## src/rtl/sdram_arb_pkg.sv

```systemverilog
// Shared types and defaults for the SDRAM video arbiter: FSM encoding, bus widths and the
// width helper for the read-credit counter.
package sdram_arb_pkg;

  localparam int unsigned ADDR_W_DEF = 24;
  localparam int unsigned DATA_W_DEF = 16;
  localparam int unsigned BC_W_DEF   = 5;

  typedef enum logic [1:0] {
    StIdle,
    StRdCmd,
    StWrBurst
  } arb_state_e;

  // Smallest width able to index v distinct values (never less than 1).
  function automatic int unsigned clog2(input int unsigned v);
    int unsigned w;
    w = 1;
    while ((32'd1 << w) < v) w++;
    return w;
  endfunction

endpackage

```

## src/rtl/sdram_arb_credit.sv

```systemverilog
// Outstanding read-word counter. Tracks words requested but not yet returned and reports
// whether a new burst of req_amt_i words would still fit in the return-path credit.
module sdram_arb_credit
  import sdram_arb_pkg::*;
#(
  parameter int unsigned BC_W        = BC_W_DEF,
  parameter int unsigned MAX_PEND_RD = 64,
  localparam int unsigned CNT_W      = clog2(MAX_PEND_RD + 1)
) (
  input  logic             clk_i,
  input  logic             rst_ni,
  input  logic             inc_i,
  input  logic [BC_W-1:0]  inc_amt_i,
  input  logic             dec_i,
  input  logic [BC_W-1:0]  req_amt_i,
  output logic             eligible_o,
  output logic [CNT_W-1:0] pending_o
);

  localparam int unsigned SUM_W = ((CNT_W > BC_W) ? CNT_W : BC_W) + 1;

  logic [CNT_W-1:0] pending_q, pending_d;
  logic [SUM_W-1:0] req_sum;
  logic [SUM_W-1:0] nxt;

  always_comb begin
    req_sum    = SUM_W'(pending_q) + SUM_W'(req_amt_i);
    eligible_o = (req_sum <= SUM_W'(MAX_PEND_RD));

    nxt = SUM_W'(pending_q);
    if (inc_i) nxt = nxt + SUM_W'(inc_amt_i);
    // A stray valid with nothing outstanding is dropped rather than wrapping.
    if (dec_i && (pending_q != '0)) nxt = nxt - SUM_W'(1);

    if (nxt > SUM_W'(MAX_PEND_RD)) pending_d = CNT_W'(MAX_PEND_RD);
    else                           pending_d = nxt[CNT_W-1:0];
  end

  always_ff @(posedge clk_i or negedge rst_ni) begin
    if (!rst_ni) pending_q <= '0;
    else         pending_q <= pending_d;
  end

  assign pending_o = pending_q;

endmodule

```

## src/rtl/sdram_video_arbiter.sv

```systemverilog
// Shares one Avalon-MM SDRAM port between the frame-buffer reader and writer. Whole bursts
// are granted; reads have priority, but a run limit forces a waiting write through.
module sdram_video_arbiter
  import sdram_arb_pkg::*;
#(
  parameter int unsigned ADDR_W      = ADDR_W_DEF,
  parameter int unsigned DATA_W      = DATA_W_DEF,
  parameter int unsigned BC_W        = BC_W_DEF,
  parameter int unsigned MAX_RD_RUN  = 4,
  parameter int unsigned MAX_PEND_RD = 64
) (
  input  logic              clk_clk,
  input  logic              reset_reset_n,

  input  logic [ADDR_W-1:0] rd_address,
  input  logic              rd_read,
  input  logic [BC_W-1:0]   rd_burstcount,
  output logic              rd_waitrequest,
  output logic [DATA_W-1:0] rd_readdata,
  output logic              rd_readdatavalid,

  input  logic [ADDR_W-1:0] wr_address,
  input  logic              wr_write,
  input  logic [BC_W-1:0]   wr_burstcount,
  input  logic [DATA_W-1:0] wr_writedata,
  input  logic [1:0]        wr_byteenable,
  output logic              wr_waitrequest,

  output logic [ADDR_W-1:0] sd_address,
  output logic              sd_read,
  output logic              sd_write,
  output logic [BC_W-1:0]   sd_burstcount,
  output logic [DATA_W-1:0] sd_writedata,
  output logic [1:0]        sd_byteenable,
  input  logic              sd_waitrequest,
  input  logic [DATA_W-1:0] sd_readdata,
  input  logic              sd_readdatavalid,

  output logic              starve_evt
);

  localparam int unsigned CNT_W = clog2(MAX_PEND_RD + 1);
  localparam int unsigned RUN_W = clog2(MAX_RD_RUN + 1);

  arb_state_e        state_q, state_d;
  logic [RUN_W-1:0]  run_q, run_d;
  logic [BC_W-1:0]   beat_q, beat_d;
  logic              first_q, first_d;
  logic [ADDR_W-1:0] waddr_q, waddr_d;
  logic [BC_W-1:0]   wbc_q, wbc_d;
  logic              starve_q, starve_d;

  logic [BC_W-1:0]   rd_bc, wr_bc;
  logic              rd_ok, rd_acc, wr_acc;
  logic [CNT_W-1:0]  pending;

  // A zero burstcount is issued as a single-word burst.
  assign rd_bc = (rd_burstcount == '0) ? BC_W'(1) : rd_burstcount;
  assign wr_bc = (wr_burstcount == '0) ? BC_W'(1) : wr_burstcount;

  assign rd_acc = (state_q == StRdCmd) && !sd_waitrequest;
  assign wr_acc = (state_q == StWrBurst) && wr_write && !sd_waitrequest;

  sdram_arb_credit #(
    .BC_W        (BC_W),
    .MAX_PEND_RD (MAX_PEND_RD)
  ) u_credit (
    .clk_i      (clk_clk),
    .rst_ni     (reset_reset_n),
    .inc_i      (rd_acc),
    .inc_amt_i  (rd_bc),
    .dec_i      (sd_readdatavalid),
    .req_amt_i  (rd_bc),
    .eligible_o (rd_ok),
    .pending_o  (pending)
  );

  // Read return path is a straight passthrough; only the reader ever issues reads.
  assign rd_readdata      = sd_readdata;
  assign rd_readdatavalid = sd_readdatavalid;
  assign starve_evt       = starve_q;

  always_comb begin
    state_d  = state_q;
    run_d    = run_q;
    beat_d   = beat_q;
    first_d  = first_q;
    waddr_d  = waddr_q;
    wbc_d    = wbc_q;
    starve_d = 1'b0;

    sd_read        = 1'b0;
    sd_write       = 1'b0;
    sd_address     = '0;
    sd_burstcount  = '0;
    sd_writedata   = '0;
    sd_byteenable  = '0;
    rd_waitrequest = 1'b1;
    wr_waitrequest = 1'b1;

    unique case (state_q)
      StIdle: begin
        if (wr_write && (run_q == RUN_W'(MAX_RD_RUN))) begin
          state_d  = StWrBurst;
          starve_d = 1'b1;
          run_d    = '0;
          first_d  = 1'b1;
        end else if (rd_read && rd_ok) begin
          state_d = StRdCmd;
        end else if (wr_write) begin
          state_d = StWrBurst;
          run_d   = '0;
          first_d = 1'b1;
        end
      end

      StRdCmd: begin
        sd_read        = 1'b1;
        sd_address     = rd_address;
        sd_burstcount  = rd_bc;
        rd_waitrequest = sd_waitrequest;
        if (!sd_waitrequest) begin
          state_d = StIdle;
          // Only reads that overtook a waiting write count towards the run limit.
          if (wr_write) run_d = (run_q == RUN_W'(MAX_RD_RUN)) ? run_q : run_q + RUN_W'(1);
          else          run_d = '0;
        end
      end

      StWrBurst: begin
        sd_write       = wr_write;
        sd_address     = first_q ? wr_address : waddr_q;
        sd_burstcount  = first_q ? wr_bc : wbc_q;
        sd_writedata   = wr_writedata;
        sd_byteenable  = wr_byteenable;
        wr_waitrequest = sd_waitrequest;
        if (wr_acc) begin
          first_d = 1'b0;
          if (first_q) begin
            waddr_d = wr_address;
            wbc_d   = wr_bc;
            beat_d  = wr_bc - BC_W'(1);
          end else begin
            beat_d  = beat_q - BC_W'(1);
          end
          if (beat_d == '0) state_d = StIdle;
        end
      end

      default: state_d = StIdle;
    endcase
  end

  always_ff @(posedge clk_clk or negedge reset_reset_n) begin
    if (!reset_reset_n) begin
      state_q  <= StIdle;
      run_q    <= '0;
      beat_q   <= '0;
      first_q  <= 1'b0;
      waddr_q  <= '0;
      wbc_q    <= '0;
      starve_q <= 1'b0;
    end else begin
      state_q  <= state_d;
      run_q    <= run_d;
      beat_q   <= beat_d;
      first_q  <= first_d;
      waddr_q  <= waddr_d;
      wbc_q    <= wbc_d;
      starve_q <= starve_d;
    end
  end

endmodule
```

## config.mk

```make
export PLATFORM = sky130hd
export DESIGN_NAME = sdram_video_arbiter
export DESIGN_NICKNAME = d
export VERILOG_FILES = /design/src/rtl/sdram_arb_pkg.sv /design/src/rtl/sdram_arb_credit.sv /design/src/rtl/sdram_video_arbiter.sv
export SDC_FILE = /design/constraint.sdc
export NUM_CORES = 1
export LEC_CHECK = 0
export CAP_MARGIN = 5
export CORE_ASPECT_RATIO = 1.2
export CORE_MARGIN = 2
export CORE_UTILIZATION = 41
export DETAILED_ROUTE_END_ITERATION = 10
export PLACE_DENSITY = 0.83
export SYNTH_ARGS = -nofsm -noshare
export SYNTH_HDL_FRONTEND = slang
export SYNTH_HIERARCHICAL = 1
export SYNTH_SLANG_ARGS = --single-unit
```

## constraint.sdc

```tcl
create_clock -name clk_clk -period 3.1 [get_ports clk_clk]
set_input_delay 0.62 -clock clk_clk [delete_from_list [all_inputs] [get_ports clk_clk]]
set_output_delay 0.62 -clock clk_clk [all_outputs]
set_load 0.05 [all_outputs]
```

==> results.md, run 1 <==
* Fill count at roughly 780
* FF+latch area at around 0.0012 sq mm
* EDFF count, synth at 0
* CTS H-tree lvls at 2
* Routed WL at between 10 and 15 mm
* Via count at between 4000 and 5000
* CP arrival at about 3.7 ns
* RSZ-0062 raised after global routing: yes
* Synth Area in Simple Gates at roughly 22%
* Failing checks: setup timing
* Vias per cell at approximately 5.6
* Largest cells by area after synthesis: dfrtp_1 28%, mux2i_1 8.5%, mux2_4 7.2%
* Final setup viols at 10
* Antenna Diode Count at 0
* Synth warnings at 6
* Placed Area at around 0.0063 sq mm
* Post-Synth Adder-Cell Area at a little over 6%
* Worst Max-Slew Pin Slew at 0.801 ns
* Vias in the first global route at 4268
* Reg clk slew, reported paths at about 0.070 ns
* Final Hold Fails at 0
* Area share of the largest cell type after synthesis at 27.6%
* Worst-case vdd ir drop at 618 uV
* Cells after synthesis at 483
* Psw at between 2 and 3 mW
* Largest net degree at the start of global routing at 37
* Final setup slack of the worst path at -0.354 ns
* DR WL/cell at 17.8 um
* CTS tree: yes
* Ys async rst share at 100%
* Power Total at between 6 and 7 mW
* HP Class: in -> async
* # DRC at 0
* Core Box Area at 0.0104 sq mm
* Yosys top cell by area: dfrtp_1
* Net Sw Frac at 45.9%
* FF+latch count, synth at 48
* Status: finished with violations
* Seq/Total Area, Yosys at 27.6%
* CP endpoint kind: flop
* Nets at between 700 and 800
* Average cell area after synthesis at 9.01 sq um
* PwrDens at around 950 mW/mm^2
* Mapped cell area at about 0.0044 sq mm
* Die Footprint at 0.0115 sq mm
* Largest fanout on the critical path at 4
* Share of post-route cells with drive strength above 1 at around 29%
* Max-slew violation count at 0
* Detail Route Antenna Nets at 0
* Multi-input gate area at a little over 0.003 sq mm
* CTS Hold Bufs at 0
* Slew headroom at a little under half
* Hold Worst Slack at ~0.41 ns
* WS Path Type: in -> reg
* F_max at between 200 and 300 MHz
* Iteration-0 DRC count of the detailed router at 192
* Max cap viols at 0
* Tcrit/Tclk final at 111%
* CTS buffer count at 5
* # clock sinks at 48
* Starting density of the core at between 40% and 50%
* # port buffers at 134
* Mux cell area share after synthesis at between 10% and 20%
* Die Y-Extent at 117 um
* Post-synth cell types at between 70 and 80
* Pint at 3.48 mW
* Antenna violations before repair at 0
* First-pass GRT wire length at between 20 and 25 mm
* Worst skew pair latency at 0.29 ns
* Placer congestion estimate at roughly 0.94
* Data required time of the worst path at 3.30 ns
* Combinational family with the most area after synthesis: simple AND/OR/NAND/NOR gates
* Pre-Repair DR Iteration Count at 5
* DIE WIDTH at about 98 um
* CP Launch Type: primary input
* Worst clock skew at ~0.0062 ns
* Row count at a little over 40
* Compound-Gate Fraction of Synth Area at about 16%
* Fin area at 0.00674 sq mm
* Comb pwr share at a little over 70%
* Syn_nets at around 600
* Minimum clock period at approximately 3.5 ns
* Count leader, synth: nand2_1
* Dpl hpwl at 9.92 mm
* Leak at 2.97 nW
* Sequential power share at 18.0%
* Post-synth top cells: 53 x nand2_1, 48 x dfrtp_1, 47 x and2_1, 37 x mux2i_1, 32 x o21ai_1
* I/O pin count at about 170
* Congestion Overflow GR at 0
* XOR/XNOR share of the synthesized area at about 2.4%
* Synth-to-layout area growth at 54.8%
* Clock Root Buffer: clkbuf_16
* Clk network pwr share at 11.1%
* Total GRT Usage at 22.5%
* Prevailing post-synth register cell: dfrtp_1
* Maximum clock path buffer count at 2
==> state kept, by name, indices dropped and copies added, names as in the netlist <==
name,count
beat_q,5
first_q,1
u_credit/pending_o,7
starve_evt,1
waddr_q,24
run_q,3
state_q,2
wbc_q,5
==> power groups by stage <==
stage / clock network, mW / logic [mW] / registers (mW)
floorplan: 0 / 2.82 / 1.05
detailed placement: 0 / 4.20 / 1.15
global route: 0.742 / 4.83 / 1.19
finish: 0.710 / 4.56 / 1.16
global placement: 0 / 4.08 / 1.13
CTS: 0.717 / 4.39 / 1.14
==> cells by family (layout without fill, tap and decap cells) <==
group                    Yosys count  in the layout
AO/OA/AOI/OAI                    100            100
XOR/XNOR                          12             12
adder cells (fa/ha/maj)           20             20
buffers and inverters             62            214
flip-flops                        48             48
multiplexers                      66             66
AND/OR/NAND/NOR                  175            175
==> routing by layer <==
metal / track usage (%) / share of wire [%] / vias up
li1: - / - / 1968
met2: 41.7 / 53 / 189
met1: 25.7 / 37 / 2069
met4: 9.35 / 3.2 / 0
met3: 4.28 / 6.3 / 41
met5: 0 / 0 / -
==> final cells by class <==
type	count	area share, %
flip-flops and latches	48	17.8
clock buffers	5	1.86
clock inverters	3	1.02
well taps	129	2.39
multi-input cells	373	45.6
inverters	17	0.947
repair buffers	189	30.3
==> worst max-delay path, stage by stage <==
cell and delay [ns]:
buf_8 0.10, o41ai_4 0.35, ha_2 0.25, inv_2 0.04, fa_2 0.38, nor2b_4 0.15
or2_4 0.13, a21oi_2 0.04, o22ai_1 0.14, nand4b_1 0.17, o31a_1 0.29, o21ai_2 0.14
and2_4 0.19, o221ai_4 0.11, or3_1 0.33, o211a_1 0.12, o211ai_1 0.08
==> cells in the final DEF, fill, tap and decap left out, types with 3 or more instances in the layout <==
master,instances
mux2i_1,36
nor2b_1,3
nor4_1,3
a21oi_1,7
or3_1,4
a21oi_2,5
buf_12,30
nand2b_1,5
buf_4,60
ha_2,3
o21ai_2,3
and2_1,46
o21a_1,5
dfrtp_1,47
nand3_1,4
o31a_1,4
ha_1,13
xnor2_1,3
nand2_1,51
nor3b_2,4
clkdlybuf4s50_1,92
o21ai_0,11
o21ai_1,31
nor3_1,4
clkbuf_16,5
inv_2,4
inv_1,13
mux2_4,21
xor2_1,7
mux2_1,8
nor2_1,24
==> path summary, 6_finish.rpt <==
kind,slack (ns),depth (start not counted),endpoint,startpoint
min in group clk_clk,0.50,1,waddr_q[9],waddr_q[9]
max in group asynchronous,1.99,2,wbc_q[2],reset_reset_n
min,0.41,1,waddr_q[18],reset_reset_n
max reg2reg,-0.06,15,state_q[1],u_credit/pending_o[0]
max,-0.35,17,state_q[1],rd_burstcount[2]
min reg2reg,0.50,1,waddr_q[9],waddr_q[9]
==> timing repair <==
| action | 4_1_cts | 5_1_grt |
|---|---|---|
| gates resized for setup | 41 | 22 |
| gates cloned | 0 | 0 |
| pin swaps | 28 | 24 |
| endpoints found under the setup margin | 28 | 13 |
| buffers inserted | 8 | 4 |
==> metrics by stage <==
stage	cells	setup slack [ns]	util [%]	TNS, ns
2_1_floorplan	483	-0.358	-	-1.13
3_3_place_gp	745	-0.970	60.2	-10.20
3_5_place_dp	745	-1.16	60.2	-12.12
4_1_cts	761	-0.358	63.5	-2.56
5_1_grt	764	-0.497	64.7	-3.64
6_report	764	-0.354	64.7	-2.30
Power figures use the tool's default switching activity.
==> inputs of run 2 (changes only) <==
--- a/config.mk
+++ b/config.mk
@@ -10,6 +10,7 @@
 export CORE_MARGIN = 2
 export CORE_UTILIZATION = 41
 export DETAILED_ROUTE_END_ITERATION = 10
+export MAX_ROUTING_LAYER = met4
 export PLACE_DENSITY = 0.83
 export SYNTH_ARGS = -nofsm -noshare
 export SYNTH_HDL_FRONTEND = slang
==> results.md, run 2 (synthesized netlist as in run 1, its figures left out) <==
* Status: finished with violations
* Failing checks: setup timing
* Core Box Area at 0.0104 sq mm (unchanged)
* Largest fanout on the critical path at 4 (unchanged)
* # clock sinks at 48 (unchanged)
* Worst Max-Slew Pin Slew at 0.612 ns (-0.189 ns)
* Vias in the first global route at 4362 (+2.2%)
* CTS Hold Bufs at 0 (unchanged)
* Die Y-Extent at 117 um (unchanged)
* Via count at 4188 (-1.9%)
* Antenna violations before repair at 0 (unchanged)
* Slew headroom at 59.2% (+13 points)
* Reg clk slew, reported paths at 0.07 ns (about the same)
* Iteration-0 DRC count of the detailed router at 176 (-8.3%)
* Max-slew violation count at 0 (unchanged)
* Worst-case vdd ir drop at 475 uV (-23%)
* Fill count at 786 (+1.3%)
* CTS buffer count at 5 (unchanged)
* CP endpoint kind: flop
* Nets at 753 (+0.13%)
* F_max at 283 MHz (-2.2%)
* Tcrit/Tclk final at 114% (+2.5 points)
* Most frequent cells in the layout: 85 x clkdlybuf4s50_1, 66 x buf_4, 52 x nand2_1, 47 x dfrtp_1, 46 x and2_1
* Finished Core Util at 64.1% (-0.61 points)
* RSZ-0062 raised after global routing: yes
* CP Launch Type: primary input
* Clock Root Buffer: clkbuf_16
* Congestion Overflow GR at 0 (unchanged)
* Minimum clock period at 3.53 ns (+0.0760 ns)
* Dpl hpwl at 9.67 mm (-2.5%)
* Antenna Diode Count at 0 (unchanged)
* # DRC at 0 (unchanged)
* PwrDens at 938 mW/mm^2 (-1.5%)
* Final setup viols at 12 (+2)
* # port buffers at 134 (unchanged)
* Placed instance count at 743 (-0.27%)
* Starting density of the core at 41.8% (unchanged)
* Maximum clock path buffer count at 2 (unchanged)
* Final setup slack of the worst path at -0.430 ns (-0.0760 ns)
* Share of post-route cells with drive strength above 1 at 29.9% (+0.74 points)
* HP Class: in -> async
* Die Footprint at 0.0115 sq mm (unchanged)
* Worst skew pair latency at 0.29 ns (about the same)
* Data required time of the worst path at 3.31 ns (about the same)
* Largest net degree at the start of global routing at 36 (-2.7%)
* Total GRT Usage at 22.6% (+0.053 points)
* Leak at 2.98 nW (about the same)
* Pre-Repair DR Iteration Count at 5 (unchanged)
* Worst clock skew at 0.00969 ns (+0.00348 ns)
* I/O pin count at 167 (unchanged)
* Max cap viols at 0 (unchanged)
* CTS H-tree lvls at 2 (unchanged)
* CP arrival at 3.74 ns (+0.09 ns)
* Biggest register: waddr_q
* Most common cell after layout, fill and taps aside: clkdlybuf4s50_1
* Final Hold Fails at 0 (unchanged)
* Routed WL at 13.2 mm (-3.0%)
* DR WL/cell at 17.2 um (-3.1%)
* DIE WIDTH at 98.1 um (unchanged)
* First-pass GRT wire length at 20.6 mm (-2.0%)
* Synth-to-layout area growth at 53.3%
* CTS tree: yes
* WS Path Type: in -> reg
* Placer congestion estimate at 0.946 (+0.58%)
* Max reg flops at 24 (unchanged)
* Detail Route Antenna Nets at 0 (unchanged)
* Vias per cell at 5.47 (-2.0%)
* Finished Layout Cells at 765 (+0.13%)
* Row count at 41 (unchanged)
[run 2: cell count changes in the layout (fill, tap and decap cells not counted), moves of 2 or more]
cell,change
clkdlybuf4s50_1,-7
buf_4,+6
a21oi_2,-2
buf_6,+2
clkinv_4,+2
nor2_2,+2
nor3b_2,-2
nor3b_4,+2
xor2_1,+2
xor2_2,-2
[run 2: critical path, stage by stage]
cell and delay (ns):
buf_8 0.10, o41ai_4 0.37, ha_2 0.26, inv_2 0.05, fa_2 0.42, nor2b_4 0.15
buf_6 0.11, nor4b_4 0.04, mux2i_1 0.14, o22ai_1 0.09, nand4b_1 0.15, o32a_1 0.17
o21ai_2 0.06, and2_4 0.18, buf_6 0.12, nor3b_4 0.22, o21ai_2 0.10, a21boi_2 0.17
mux2i_1 0.21
[run 2: layout make-up]
class	count	area [sq um]	share of cell area [%]
clock buffers	5	125	1.87
clock inverters	3	47.5	0.712
inverters	17	63.8	0.956
multi-input cells	373	3050	45.6
flip-flops and latches	48	1200	18.0
well taps	129	161	2.42
repair buffers	190	2030	30.4
[run 2: layer usage]
metal  up-vias  GRT usage (%)  wire [um]
met4         0           9.91        443
met3        46           3.50        695
met2       190           40.0       7030
met1      1982           25.4       5010
li1       1970              -          -
met5         -              -          0
[run 2: final timing paths]
path,to,depth (start not counted),startpoint,slack (ns)
worst max-delay path,run_q[2],19,rd_burstcount[1],-0.43
worst min-delay path,u_credit/pending_o[3],1,reset_reset_n,0.34
worst max register to register,state_q[1],16,u_credit/pending_o[0],-0.07
worst min register to register,waddr_q[10],1,waddr_q[10],0.49
max in group asynchronous,waddr_q[14],2,reset_reset_n,2.00
min in group clk_clk,waddr_q[10],1,waddr_q[10],0.49
[run 2: stage by stage]
step | worst slack [ns] | area [sq um] | hold WS, ns | power (mW) | setup TNS [ns]
after floorplan | -0.358 | 4430 | 0.324 | 3.87 | -1.13
after global placement | -0.959 | 6240 | 0.473 | 5.17 | -10.00
after detailed placement | -1.16 | 6240 | 0.480 | 5.31 | -11.94
after CTS | -0.397 | 6520 | 0.350 | 6.06 | -1.96
after global routing | -0.541 | 6680 | 0.370 | 6.61 | -4.01
final | -0.430 | 6680 | 0.336 | 6.26 | -2.61
[run 2: report_power, final]
group	internal, mW	switching, mW	leakage, nW
combinational	2.10	2.37	2.30
sequential	0.899	0.258	0.593
clock	0.384	0.250	0.0840
total	3.39	2.88	2.98
[run 2: what timing repair did]
item / CTS / global route
pin swaps: 23 / 19
setup buffers: 7 / 7
gates cloned: 0 / 0
resized for setup: 38 / 21
setup endpoints to repair: 22 / 13
endpoints found under the hold margin: 0 / 0
==> inputs of run 3 (changes only) <==
--- a/config.mk
+++ b/config.mk
@@ -9,6 +9,7 @@
 export CORE_ASPECT_RATIO = 1.2
 export CORE_MARGIN = 2
 export CORE_UTILIZATION = 41
+export CTS_CLUSTER_SIZE = 14
 export DETAILED_ROUTE_END_ITERATION = 10
 export MAX_ROUTING_LAYER = met4
 export PLACE_DENSITY = 0.83
==> results of run 3 <==
No change in the layout: final DEF, timing and power equal those of run 2.
